===== src/rtl/timer0_unit_if.sv =====
// Byte-wide SFR bus between the datapath and an SFR-mapped peripheral.
//   sfr_wr    : write strobe, one cycle per write
//   sfr_addr  : SFR address for reads and writes
//   sfr_wdata : write data
//   sfr_rdata : combinational read data for sfr_addr (peripheral drives it)
// The master modport is the datapath side and the slave modport is the peripheral side.
interface timer0_unit_if;
  logic       sfr_wr;
  logic [7:0] sfr_addr;
  logic [7:0] sfr_wdata;
  logic [7:0] sfr_rdata;

  modport master (output sfr_wr, output sfr_addr, output sfr_wdata, input sfr_rdata);
  modport slave  (input sfr_wr, input sfr_addr, input sfr_wdata, output sfr_rdata);
endinterface


===== src/rtl/timer0_unit.sv =====
// 8051-style Timer/Counter 0 in SFR space.
// Holds TMOD (low nibble), TCON (TF0/TR0), TL0 and TH0. It counts either
// prescaled clock ticks or falling edges on t0_pin. The modes are 13-bit,
// 16-bit and 8-bit auto-reload. Mode 3 freezes the count.
// Ports:
//   clock    : system clock, rising edge
//   reset    : synchronous, active-high
//   bus      : SFR bus (slave side), rdata is combinational
//   t0_pin   : external count input, asynchronous
//   int0_pin : external gate input, asynchronous, high enables counting when GATE=1
//   tf0_clr  : pulse from the control unit when the timer-0 vector is taken
//   tf0_irq  : interrupt request, equal to TF0
module timer0_unit #(
  parameter int PRESCALE = 12
) (
  input  logic         clock,
  input  logic         reset,
  timer0_unit_if.slave bus,
  input  logic         t0_pin,
  input  logic         int0_pin,
  input  logic         tf0_clr,
  output logic         tf0_irq
);

  localparam logic [7:0] ADDR_TCON = 8'h88;
  localparam logic [7:0] ADDR_TMOD = 8'h89;
  localparam logic [7:0] ADDR_TL0  = 8'h8A;
  localparam logic [7:0] ADDR_TH0  = 8'h8C;
  localparam logic [7:0] PRESC_MAX = 8'(PRESCALE - 1);

  logic [3:0] tmod_reg, tmod_next;
  logic       tr0_reg, tr0_next;
  logic       tf0_reg, tf0_next;
  logic [7:0] tl0_reg, tl0_next;
  logic [7:0] th0_reg, th0_next;
  logic [7:0] presc_reg, presc_next;
  logic       t0_meta_reg, t0_s_reg, t0_d_reg;
  logic       int0_meta_reg, int0_s_reg;

  logic       wr_tcon, wr_tmod, wr_tl0, wr_th0;
  logic       presc_tick, t0_fall, tick, run, step;
  logic       ovf, ovf_set;
  logic [7:0] tl0_inc, th0_inc;

  // TMOD fields
  logic       gate, c_t;
  logic [1:0] mode;
  assign gate = tmod_reg[3];
  assign c_t  = tmod_reg[2];
  assign mode = tmod_reg[1:0];

  assign wr_tcon = bus.sfr_wr && (bus.sfr_addr == ADDR_TCON);
  assign wr_tmod = bus.sfr_wr && (bus.sfr_addr == ADDR_TMOD);
  assign wr_tl0  = bus.sfr_wr && (bus.sfr_addr == ADDR_TL0);
  assign wr_th0  = bus.sfr_wr && (bus.sfr_addr == ADDR_TH0);

  // The prescaler runs freely and software writes never touch it.
  assign presc_tick = (presc_reg == PRESC_MAX);
  assign presc_next = presc_tick ? 8'd0 : presc_reg + 8'd1;

  // A falling edge means the previous synchronized sample was 1 and the current one is 0.
  assign t0_fall = t0_d_reg & ~t0_s_reg;
  assign tick    = c_t ? t0_fall : presc_tick;
  assign run     = tr0_reg & (~gate | int0_s_reg);
  assign step    = run & tick;

  // Increment candidates per mode. Mode 3 leaves the registers held with no overflow.
  always_comb begin
    tl0_inc = tl0_reg;
    th0_inc = th0_reg;
    ovf     = 1'b0;
    case (mode)
      2'd0: begin
        // 13-bit: TH0 holds the upper 8 bits and TL0[4:0] the lower 5. TL0[7:5] are held.
        {th0_inc, tl0_inc[4:0]} = {th0_reg, tl0_reg[4:0]} + 13'd1;
        ovf = (th0_reg == 8'hFF) && (tl0_reg[4:0] == 5'h1F);
      end
      2'd1: begin
        {th0_inc, tl0_inc} = {th0_reg, tl0_reg} + 16'd1;
        ovf = (th0_reg == 8'hFF) && (tl0_reg == 8'hFF);
      end
      2'd2: begin
        if (tl0_reg == 8'hFF) begin
          tl0_inc = th0_reg;
          ovf     = 1'b1;
        end else begin
          tl0_inc = tl0_reg + 8'd1;
        end
      end
      default: ;
    endcase
  end

  // A write to either count byte takes priority over the increment. It also suppresses the overflow.
  always_comb begin
    tl0_next = tl0_reg;
    th0_next = th0_reg;
    ovf_set  = 1'b0;
    if (wr_tl0) begin
      tl0_next = bus.sfr_wdata;
    end else if (wr_th0) begin
      th0_next = bus.sfr_wdata;
    end else if (step) begin
      tl0_next = tl0_inc;
      th0_next = th0_inc;
      ovf_set  = ovf;
    end
  end

  // An overflow set wins over every clear source in the same cycle.
  always_comb begin
    tmod_next = wr_tmod ? bus.sfr_wdata[3:0] : tmod_reg;
    tr0_next  = wr_tcon ? bus.sfr_wdata[4]   : tr0_reg;
    tf0_next  = tf0_reg;
    if (ovf_set)
      tf0_next = 1'b1;
    else if (wr_tcon)
      tf0_next = bus.sfr_wdata[5];
    else if (tf0_clr)
      tf0_next = 1'b0;
  end

  always_ff @(posedge clock) begin
    if (reset) begin
      tmod_reg      <= 4'd0;
      tr0_reg       <= 1'b0;
      tf0_reg       <= 1'b0;
      tl0_reg       <= 8'h00;
      th0_reg       <= 8'h00;
      presc_reg     <= 8'd0;
      t0_meta_reg   <= 1'b0;
      t0_s_reg      <= 1'b0;
      t0_d_reg      <= 1'b0;
      int0_meta_reg <= 1'b0;
      int0_s_reg    <= 1'b0;
    end else begin
      tmod_reg      <= tmod_next;
      tr0_reg       <= tr0_next;
      tf0_reg       <= tf0_next;
      tl0_reg       <= tl0_next;
      th0_reg       <= th0_next;
      presc_reg     <= presc_next;
      t0_meta_reg   <= t0_pin;
      t0_s_reg      <= t0_meta_reg;
      t0_d_reg      <= t0_s_reg;
      int0_meta_reg <= int0_pin;
      int0_s_reg    <= int0_meta_reg;
    end
  end

  always_comb begin
    case (bus.sfr_addr)
      ADDR_TCON: bus.sfr_rdata = {2'b00, tf0_reg, tr0_reg, 4'b0000};
      ADDR_TMOD: bus.sfr_rdata = {4'b0000, tmod_reg};
      ADDR_TL0:  bus.sfr_rdata = tl0_reg;
      ADDR_TH0:  bus.sfr_rdata = th0_reg;
      default:   bus.sfr_rdata = 8'h00;
    endcase
  end

  assign tf0_irq = tf0_reg;

endmodule


===== src/flat_wrapper.sv =====
// flat-port wrapper written by rule: the top's interface ports become plain ports
module timer0_unit_flat 
#(
  parameter int PRESCALE = 12
)
  (clock, reset, t0_pin, int0_pin, tf0_clr, tf0_irq, bus_sfr_wr, bus_sfr_addr, bus_sfr_wdata, bus_sfr_rdata);
  timer0_unit_if bus_i ();
  input  logic clock;
  input  logic reset;
  input  logic t0_pin;
  input  logic int0_pin;
  input  logic tf0_clr;
  output logic tf0_irq;
  input wire logic [$bits(bus_i.sfr_wr)-1:0] bus_sfr_wr;
  input wire logic [$bits(bus_i.sfr_addr)-1:0] bus_sfr_addr;
  input wire logic [$bits(bus_i.sfr_wdata)-1:0] bus_sfr_wdata;
  output wire logic [$bits(bus_i.sfr_rdata)-1:0] bus_sfr_rdata;
  assign bus_i.sfr_wr = bus_sfr_wr;
  assign bus_i.sfr_addr = bus_sfr_addr;
  assign bus_i.sfr_wdata = bus_sfr_wdata;
  assign bus_sfr_rdata = bus_i.sfr_rdata;
  timer0_unit #(.PRESCALE(PRESCALE)) u_core (.clock(clock), .reset(reset), .bus(bus_i), .t0_pin(t0_pin), .int0_pin(int0_pin), .tf0_clr(tf0_clr), .tf0_irq(tf0_irq));
endmodule

===== config.mk =====
export PLATFORM = sky130hd
export DESIGN_NAME = timer0_unit_flat
export DESIGN_NICKNAME = d
export VERILOG_FILES = /design/src/rtl/timer0_unit_if.sv /design/src/rtl/timer0_unit.sv /design/src/flat_wrapper.sv
export SDC_FILE = /design/constraint.sdc
export NUM_CORES = 1
export LEC_CHECK = 0
export CORE_MARGIN = 4
export CORE_UTILIZATION = 40
export CTS_CLUSTER_SIZE = 30
export DETAILED_ROUTE_END_ITERATION = 10
export HOLD_SLACK_MARGIN = 0.06
export PLACE_DENSITY = 0.66
export SLEW_MARGIN = 20
export SYNTH_ARGS = -nofsm -noshare
export SYNTH_HDL_FRONTEND = slang
export SYNTH_SLANG_ARGS = --single-unit
export TNS_END_PERCENT = 100

===== constraint.sdc =====
create_clock -name clock -period 4.1 [get_ports clock]
set_clock_uncertainty 0.1 [all_clocks]
set_input_delay 0.82 -clock clock [delete_from_list [all_inputs] [get_ports clock]]
set_output_delay 0.82 -clock clock [all_outputs]
set_load 0.05 [all_outputs]

* After elaboration in Yosys (flattened, before gate mapping)
Index checks and enable logic that the tools add are counted.
** Word-level totals
- Bits in registers :: 35
- Input bits :: 22
- Output and inout port bits :: 9
- Logic and storage cells :: 70
** Operators by class
- Add/sub/neg operators :: 4
- Equality and inequality tests :: 11
- Mux-type cells :: 19
- Bitwise gates (word level) :: 7
- Reductions and logical operators :: 17
** Operators by type and width (number)
- $eq A8 B8 Y1 const B :: 6
- $mux W8 :: 6
- $pmux W8 S4 :: 1
- $add A16 B1 Y16 const B :: 1
- $add A8 B1 Y8 const B :: 2
- $pmux W8 S2 :: 1
- $pmux W5 S3 :: 1
- $add A13 B1 Y13 const B :: 1
- $reduce_and A3 Y1 :: 3
- $reduce_bool A3 Y1 :: 3
- $eq A8 B4 Y1 const B :: 1
- $mux W1 :: 8
- $logic_and A1 B1 Y1 :: 6
- $pmux W3 S2 :: 1
- $eq A5 B5 Y1 const B :: 1
- $reduce_bool A2 Y1 :: 2
- $reduce_bool A4 Y1 :: 1
- $and A1 B1 Y1 :: 3
- $not A1 Y1 :: 3
- $pmux W1 S3 :: 1
- $eq A2 B1 Y1 const B :: 1
- $eq A2 B2 Y1 const B :: 1
- $logic_not A2 Y1 :: 1
- $ne A2 B1 Y1 const B :: 1
- 2 further kinds :: 2

* Logic depth before layout (Yosys ltp)
Gate-level depths: netlist of the first run.
- Depth after elaboration :: 8
- Depth in mapped cells :: 8

* Least setup slack after synthesis of the first run
Ideal clock, no wire load.
- Path type :: input -> output
- Start :: input bus_sfr_addr[6]
- End :: output bus_sfr_rdata[0]
- Data arrival time :: 2.100 ns
- Slack :: 1.080 ns
- Stages :: 5
- Path buffers :: 1
- Path through :: nor4bb_2 -> and4b_1 -> clkbuf_1 -> a222oi_1 -> inv_1
** On the way
- Word-level cells in the longest chain between the ends :: 2
- Elaborated cells between the ends (all ways) :: 5
** Ends and longest elaborated chain
- start, declared :: line flat_wrapper.sv:15 : input wire logic [$bits(bus_i.sfr_addr)-1:0] bus_sfr_addr;
- $eq A8 B8 Y1 :: line timer0_unit.sv:152 : case (bus.sfr_addr)
- $pmux W8 S4 (*) :: line timer0_unit.sv:152
- end, declared :: line flat_wrapper.sv:17 : output wire logic [$bits(bus_i.sfr_rdata)-1:0] bus_sfr_rdata;
Every way passes the cells marked *; elsewhere a longest branch is shown, timed or not.

* Final worst setup path of the first run
- Start :: input bus_sfr_addr[2]
- End :: output bus_sfr_rdata[0]
Same word-level chain as after synthesis.

==> results of run 1 <==
[cell type report]
| cell class | instances | area (µm²) |
|---|---|---|
| clock buffer | 6 | 72.6 |
| tap | 72 | 90.1 |
| multi-input combinational | 208 | 1490 |
| timing repair buffer | 33 | 403 |
| sequential | 35 | 701 |
| fill | 555 | 2740 |
| clock inverter | 2 | 12.5 |
| inverter | 16 | 60.1 |
[metal layers]
| metal | wire length [µm] | track usage [%] | up-vias |
|---|---|---|---|
| li1 | - | - | 1111 |
| met1 | 2970 | 25.0 | 1125 |
| met2 | 2930 | 28.3 | 103 |
| met3 | 539 | 5.40 | 8 |
| met4 | 89 | 5.76 | 0 |
| met5 | 0 | 0 | - |
[cell usage after synthesis, drive strengths merged, types with 3 or more instances]
library cell,instances,share of area (%)
clkbuf,13,2.1
nor3,6,1.5
a22oi,3,0.97
o31a,3,1.2
o32ai,4,1.5
a211oi,8,2.6
o21ai,3,0.64
a31oi,4,1.3
inv,16,2.6
buf,6,1.6
and4,5,2.0
dfxtp,35,30
and3,9,2.4
ha,7,3.8
nor2,23,3.7
nor2b,7,1.9
nand3,22,4.9
nand2,23,3.8
a21oi,6,1.3
xor2,6,2.3
o41ai,7,3.4
nand4,7,1.9
a221oi,5,1.9
a222oi,6,2.6
[power by group through the flow]
stage	Sequential, mW	Combinational (mW)	Clock, mW
2_1_floorplan	0.355	0.0195	0
3_3_place_gp	0.356	0.0508	0
3_5_place_dp	0.356	0.0512	0
4_1_cts	0.348	0.0515	0.259
5_1_grt	0.349	0.0552	0.274
6_report	0.348	0.0517	0.255
[stage by stage]
step                cell area [µm²]  std cells  hold slack, ns
global route                   2830        372           0.365
CTS                            2820        372           0.348
detailed placement             2740        364           0.330
finish                         2830        372           0.340
floorplan                      2330        278           0.314
global placement               2740        364           0.319
[how the worst max path moves through the flow]
stage                    start          endpoint  slack [ns]  cells after the start
4_1_cts        bus_sfr_addr[2]  bus_sfr_rdata[0]        0.56                      6
3_5_place_dp   bus_sfr_addr[2]  bus_sfr_rdata[0]        0.56                      6
6_report       bus_sfr_addr[2]  bus_sfr_rdata[0]        0.55                      6
5_1_grt        bus_sfr_addr[2]  bus_sfr_rdata[0]        0.41                      6
3_3_place_gp   bus_sfr_addr[2]  bus_sfr_rdata[0]        0.59                      6
2_1_floorplan  bus_sfr_addr[6]  bus_sfr_rdata[0]        1.08                      5
[cell families (layout without fill, tap and decap cells)]
logic type,count (synthesis),in the layout
XOR/XNOR,8,8
multiplexers,4,4
AO/OA/AOI/OAI,70,70
AND/OR/NAND/NOR,119,119
flip-flops,35,35
adder cells (fa/ha/maj),7,7
buffers and inverters,35,57
==> out/qor.yml, run 1 <==
layout:
  final_util_pct: 50.8
  antenna_cells: 0
  layout_commonest_cell: "dfxtp_1"
  drive_gt1_share_pct: 11.3
  mostFrequentLayoutCells: "35 x dfxtp_1, 23 x nor2_1, 22 x nand2_1, 22 x clkdlybuf4s50_1, 21 x nand3_1"
  syn_to_final_growth_pct: 21.4
  nets: 328
timing:
  drv_slew: 0
  fin_crit_sh_pct: 86.5
  setup_viol_count_final: 0
  worstMarginPinSlew_ns: 0.808
  period_needed_ns: 3.55
  fmax_ghz: 0.282
  fin_ws_ns: 0.552
  rsz0062_at_grt: "false"
  hold_viol: 0
  relSlewSlack_pct: 46.1
  fin_setup_tns_ns: 0
floorplanning:
  num_rows: 27
  dieArea_um2: 7110
  core_um2: 5570
  ios: 31
  chipHeight_um: 84.3
  start_util_pct: 41.8
  die_w_um: 84.3
pwr:
  p_per_area_nw_per_um2: 231
  vdd_drop_max_mv: 0.147
  p_comb_share_pct: 7.9
  netSwitchingPower_mw: 0.165
  p_int_mw: 0.490
  p_clk_share_pct: 38.9
  p_leak_nw: 0.966
  swShare_pct: 25.2
  p_total_mw: 0.655
  power_frac_seq_pct: 53.2
worst_setup_path:
  crit_path_end_kind: "output port"
  worst_r2r_startpoint: "u_core.presc_reg[0]"
  cpLargestDelayFamily: "simple AND/OR/NAND/NOR gates"
  crit_chain: "clkdlybuf4s50_1 -> nor4bb_2 -> and4b_1 -> a222oi_1 -> inv_1 -> buf_12"
  r2r-end: "u_core.th0_reg[0]"
  crit_required_ns: 3.18
  cp_max_fo: 9
  worst-r2r-cell-count: 6
  worstPathArrival_ns: 2.63
  r2r_slack_ns: 1.70
  slowest_stage: "clkdlybuf4s50_1"
  critical_path_class: "in -> out"
  cp_num_buf_inv: 3
  slowest_delay_ns: 0.49
  cp-start-kind: "primary input"
run_status:
  status: "finished clean"
clock_network:
  cts_tree: "yes"
  cts_sinks: 35
  clk_latency_ns: 0.30
  hold_buffers: 0
  cts_buffers: 5
  cts_buffer_depth: 2
  clkTransAtPathRegs_ns: 0.07
  post_cts_buffers: 0
  ctsRootBufferMaster: "clkbuf_8"
  post_cts_resized: 0
  htreeDepth: 2
synth:
  syn-num-nets: 307
  synth_simple_gate_area_share_pct: 29.4
  synth_xor_area_share_pct: 3.01
  async_flop_share_pct: 0
  synth-adder-area-share_pct: 3.76
  synth-main-ff-cell: "dfxtp_1"
  synth_seq_cells: 35
  synth_edf_count: 0
  yosys_warnings: 0
  syn-instance-count: 278
  synthMuxAreaShare_pct: 1.83
  synth_compound_area_share_pct: 25.7
  synth_area_per_cell_um2: 8.38
  synth_seq_area_share_pct: 30.1
  netlist_area_um2: 2330
  synth_top_family_by_area: "simple AND/OR/NAND/NOR gates"
  synth_cell_types: 68
drt:
  vias: 2347
  detail_route.wl_per_cell_um: 17.5
  final_antenna_net_count: 0
  drtIter0Drc: 230
  firstDrtPassIters: 5
  post-route-drc-count: 0
  viasPerCell: 6.31
  wirelength_um: 6530
worst_hold_path:
  holdPathEnd: "u_core.t0_s_reg"
  hold_start: "u_core.t0_meta_reg"
  hold-path-cell-count: 1
  hold_class: "reg -> reg"
placed_design:
  place_congestion: 0.914
  pre_cts_ws_ns: 0.562
  io_buffers: 30
  hpwl_um: 4760
global_routing:
  grt_use_total_pct: 18.4
  grt_pass1_vias: 2143
  grt_antenna_before_repair: 0
  grt_pass1_wl_um: 10700
  grt_max_degree: 29
  gr-total-overflow: 0
run:
  cap_violations: 0
Power figures use the tool's default switching activity.
==> inputs of run 2 (changes only) <==
--- a/config.mk
+++ b/config.mk
@@ -6,11 +6,12 @@
 export NUM_CORES = 1
 export LEC_CHECK = 0
 export CORE_MARGIN = 4
-export CORE_UTILIZATION = 40
+export CORE_UTILIZATION = 55
 export CTS_CLUSTER_SIZE = 30
 export DETAILED_ROUTE_END_ITERATION = 10
+export GPL_ROUTABILITY_DRIVEN = 0
 export HOLD_SLACK_MARGIN = 0.06
-export PLACE_DENSITY = 0.66
+export PLACE_DENSITY = 0.85
 export SLEW_MARGIN = 20
 export SYNTH_ARGS = -nofsm -noshare
 export SYNTH_HDL_FRONTEND = slang
==> constraint.sdc (replaced) <==
create_clock -name clock -period 3.8 [get_ports clock]
set_clock_uncertainty 0.1 [all_clocks]
set_input_delay 0.76 -clock clock [delete_from_list [all_inputs] [get_ports clock]]
set_output_delay 0.76 -clock clock [all_outputs]
set_load 0.05 [all_outputs]
==> run 2 against run 1 <==
Critical path depth is the same. Sequential power increased by 8.0%. Setup slack worse by 0.20 ns. Non-clock buffer count up 2. Wire length up 0.93%. Power rose by 20%. Sequential cell count is the same. Critical endpoint unchanged. Largest power group unchanged.
==> out/qor.yml, run 2 (same netlist as run 1, synthesis figures left out) <==
worst_setup_path:
  crit_chain: "clkdlybuf4s50_1 -> nor4bb_2 -> and4b_1 -> a222oi_1 -> inv_1 -> buf_12"  # unchanged
  cp_max_fo: 9  # unchanged
  r2r-end: "u_core.tl0_reg[3]"  # was u_core.th0_reg[0]
  critical_path_class: "in -> out"  # unchanged
  worstPathArrival_ns: 2.59  # was 2.63 ns
  worst-r2r-cell-count: 5  # was 6
  crit_path_end_kind: "output port"  # unchanged
  r2r_slack_ns: 1.37  # was 1.70 ns
  crit_required_ns: 2.94  # was 3.18 ns
  worst_r2r_startpoint: "u_core.tl0_reg[0]"  # was u_core.presc_reg[0]
  cp-start-kind: "primary input"  # unchanged
  slowest_stage: "clkdlybuf4s50_1"  # unchanged
  slowest_delay_ns: 0.50  # was 0.49 ns
layout:
  instances_no_fill: 352  # was 372
  drive_gt1_share_pct: 12.3  # was 11.3%
  mostFrequentLayoutCells: "35 x dfxtp_1, 23 x nor2_1, 22 x nand2_1, 22 x clkdlybuf4s50_1, 21 x nand3_1"  # unchanged
  nets: 330  # was 328
  ff_latch_area_um2: 701  # unchanged
  syn_to_final_growth_pct: 22.3  # was 21.4%
  layout_commonest_cell: "dfxtp_1"  # unchanged
  final_util_pct: 70.2  # was 50.8%
  multiInputGateArea_um2: 1490  # unchanged
  antenna_cells: 0  # unchanged
  nFillCells: 290  # was 555
pwr:
  p_comb_share_pct: 7.3  # was 7.9%
  netSwitchingPower_mw: 0.170  # was 0.165 mW
  swShare_pct: 21.7  # was 25.2%
  vdd_drop_max_mv: 0.206  # was 0.147 mV
  p_leak_nw: 0.996  # was 0.966 nW
  power_frac_seq_pct: 48.0  # was 53.2%
  p_int_mw: 0.614  # was 0.490 mW
  p_per_area_nw_per_um2: 275  # was 231 nW/µm²
  p_clk_share_pct: 44.7  # was 38.9%
drt:
  firstDrtPassIters: 8  # was 5
  vias: 2458  # was 2347
  post-route-drc-count: 0  # unchanged
  drtIter0Drc: 569  # was 230
  final_antenna_net_count: 0  # unchanged
  detail_route.wl_per_cell_um: 18.7  # was 17.5 µm
  viasPerCell: 6.98  # was 6.31
  wirelength_um: 6590  # was 6530 µm
timing:
  relSlewSlack_pct: 54.3  # was 46.1%
  rsz0062_at_grt: "false"  # unchanged
  worstMarginPinSlew_ns: 0.677  # was 0.808 ns
  drv_slew: 0  # unchanged
  period_needed_ns: 3.45
  fmax_ghz: 0.290
  fin_setup_tns_ns: 0  # unchanged
  hold_viol: 0  # unchanged
  fin_crit_sh_pct: 90.8
  setup_viol_count_final: 0  # unchanged
clock_network:
  post_cts_buffers: 0  # unchanged
  ctsRootBufferMaster: "clkbuf_8"  # unchanged
  htreeDepth: 2  # unchanged
  cts_buffers: 5  # unchanged
  cts_buffer_depth: 2  # unchanged
  hold_buffers: 0  # unchanged
  clkTransAtPathRegs_ns: 0.07  # about the same
  clk_latency_ns: 0.29  # was 0.30 ns
  cts_sinks: 35  # unchanged
  cts_tree: "yes"  # unchanged
  post_cts_resized: 0  # unchanged
global_routing:
  use_met2_pct: 40.5  # was 28.3%
  grt_pass1_wl_um: 10600  # was 10700 µm
  grt_use_met3_pct: 5.23  # was 5.40%
  gr-total-overflow: 0  # unchanged
  grt_max_degree: 17  # was 29
  grt_antenna_before_repair: 0  # unchanged
  grt-busiest-layer: "met2"  # unchanged
  met1_usage_pct: 32.8  # was 25.0%
  grt_use_total_pct: 25.5  # was 18.4%
  grt_pass1_vias: 2228  # was 2143
worst_hold_path:
  holdPathEnd: "u_core.t0_s_reg"  # unchanged
  hold_class: "reg -> reg"  # unchanged
  hold_start: "u_core.t0_meta_reg"  # unchanged
  hold-path-cell-count: 1  # unchanged
floorplanning:
  start_util_pct: 57.4  # was 41.8%
  ios: 31  # unchanged
  core_um2: 4060  # was 5570 µm²
  num_rows: 23  # was 27
  die_w_um: 73.1  # was 84.3 µm
  chipHeight_um: 73.1  # was 84.3 µm
  dieArea_um2: 5340  # was 7110 µm²
run_status:
  status: "finished clean"  # unchanged
run:
  cap_violations: 0  # unchanged
placed_design:
  io_buffers: 30  # unchanged
  dp_cells: 344  # was 364
  hpwl_um: 4920  # was 4760 µm
[run 2: cell count changes in the layout (fill, tap and decap cells not counted)]
cell / change
buf_4: +2
bufinv_16: +1
clkbuf_1: -1
clkbuf_8: +1
clkinvlp_4: -1
[run 2: per-stage QoR]
| step | setup WS (ns) | area [µm²] | power (mW) | hold slack [ns] |
|---|---|---|---|---|
| global placement | 0.422 | 2730 | 0.439 | 0.321 |
| floorplan | 0.900 | 2330 | 0.404 | 0.314 |
| global route | 0.261 | 2850 | 0.809 | 0.366 |
| CTS | 0.378 | 2840 | 0.786 | 0.348 |
| finish | 0.348 | 2850 | 0.784 | 0.345 |
| detailed placement | 0.382 | 2730 | 0.440 | 0.332 |
[run 2: worst max-delay path by stage]
stage	cells after the start	endpoint	startpoint	slack (ns)
floorplan	5	bus_sfr_rdata[0]	bus_sfr_addr[6]	0.90
global placement	6	bus_sfr_rdata[0]	bus_sfr_addr[2]	0.42
detailed placement	6	bus_sfr_rdata[0]	bus_sfr_addr[2]	0.38
CTS	6	bus_sfr_rdata[0]	bus_sfr_addr[2]	0.38
global route	6	bus_sfr_rdata[0]	bus_sfr_addr[2]	0.26
finish	6	bus_sfr_rdata[0]	bus_sfr_addr[2]	0.35
[run 2: power by group through the flow]
stage / clock network [mW] / registers (mW) / logic (mW)
after floorplan: 0 / 0.383 / 0.0211
after global placement: 0 / 0.384 / 0.0546
after detailed placement: 0 / 0.384 / 0.0555
after CTS: 0.354 / 0.376 / 0.0559
after global routing: 0.371 / 0.377 / 0.0605
final: 0.351 / 0.376 / 0.0570
[run 2: routing by layer]
layer | share of wire (%) | wire length (µm)
met5 | 0 | 0
met4 | 4.0 | 264
met3 | 12 | 799
met2 | 46 | 3040
met1 | 38 | 2490
[run 2: worst max-delay path: cells and delay by family]
kind	cells	cell delay, ns
AO/OA/AOI/OAI	1	0.17
AND/OR/NAND/NOR	2	0.87
buffers and inverters	3	0.78
[run 2: layout make-up]
type                       count  share of cell area [%]
inverter                      16                    2.11
tap                           50                    2.19
sequential                    35                    24.6
timing repair buffer          35                    14.7
clock buffer                   6                    2.90
clock inverter                 2                    1.23
multi-input combinational    208                    52.3
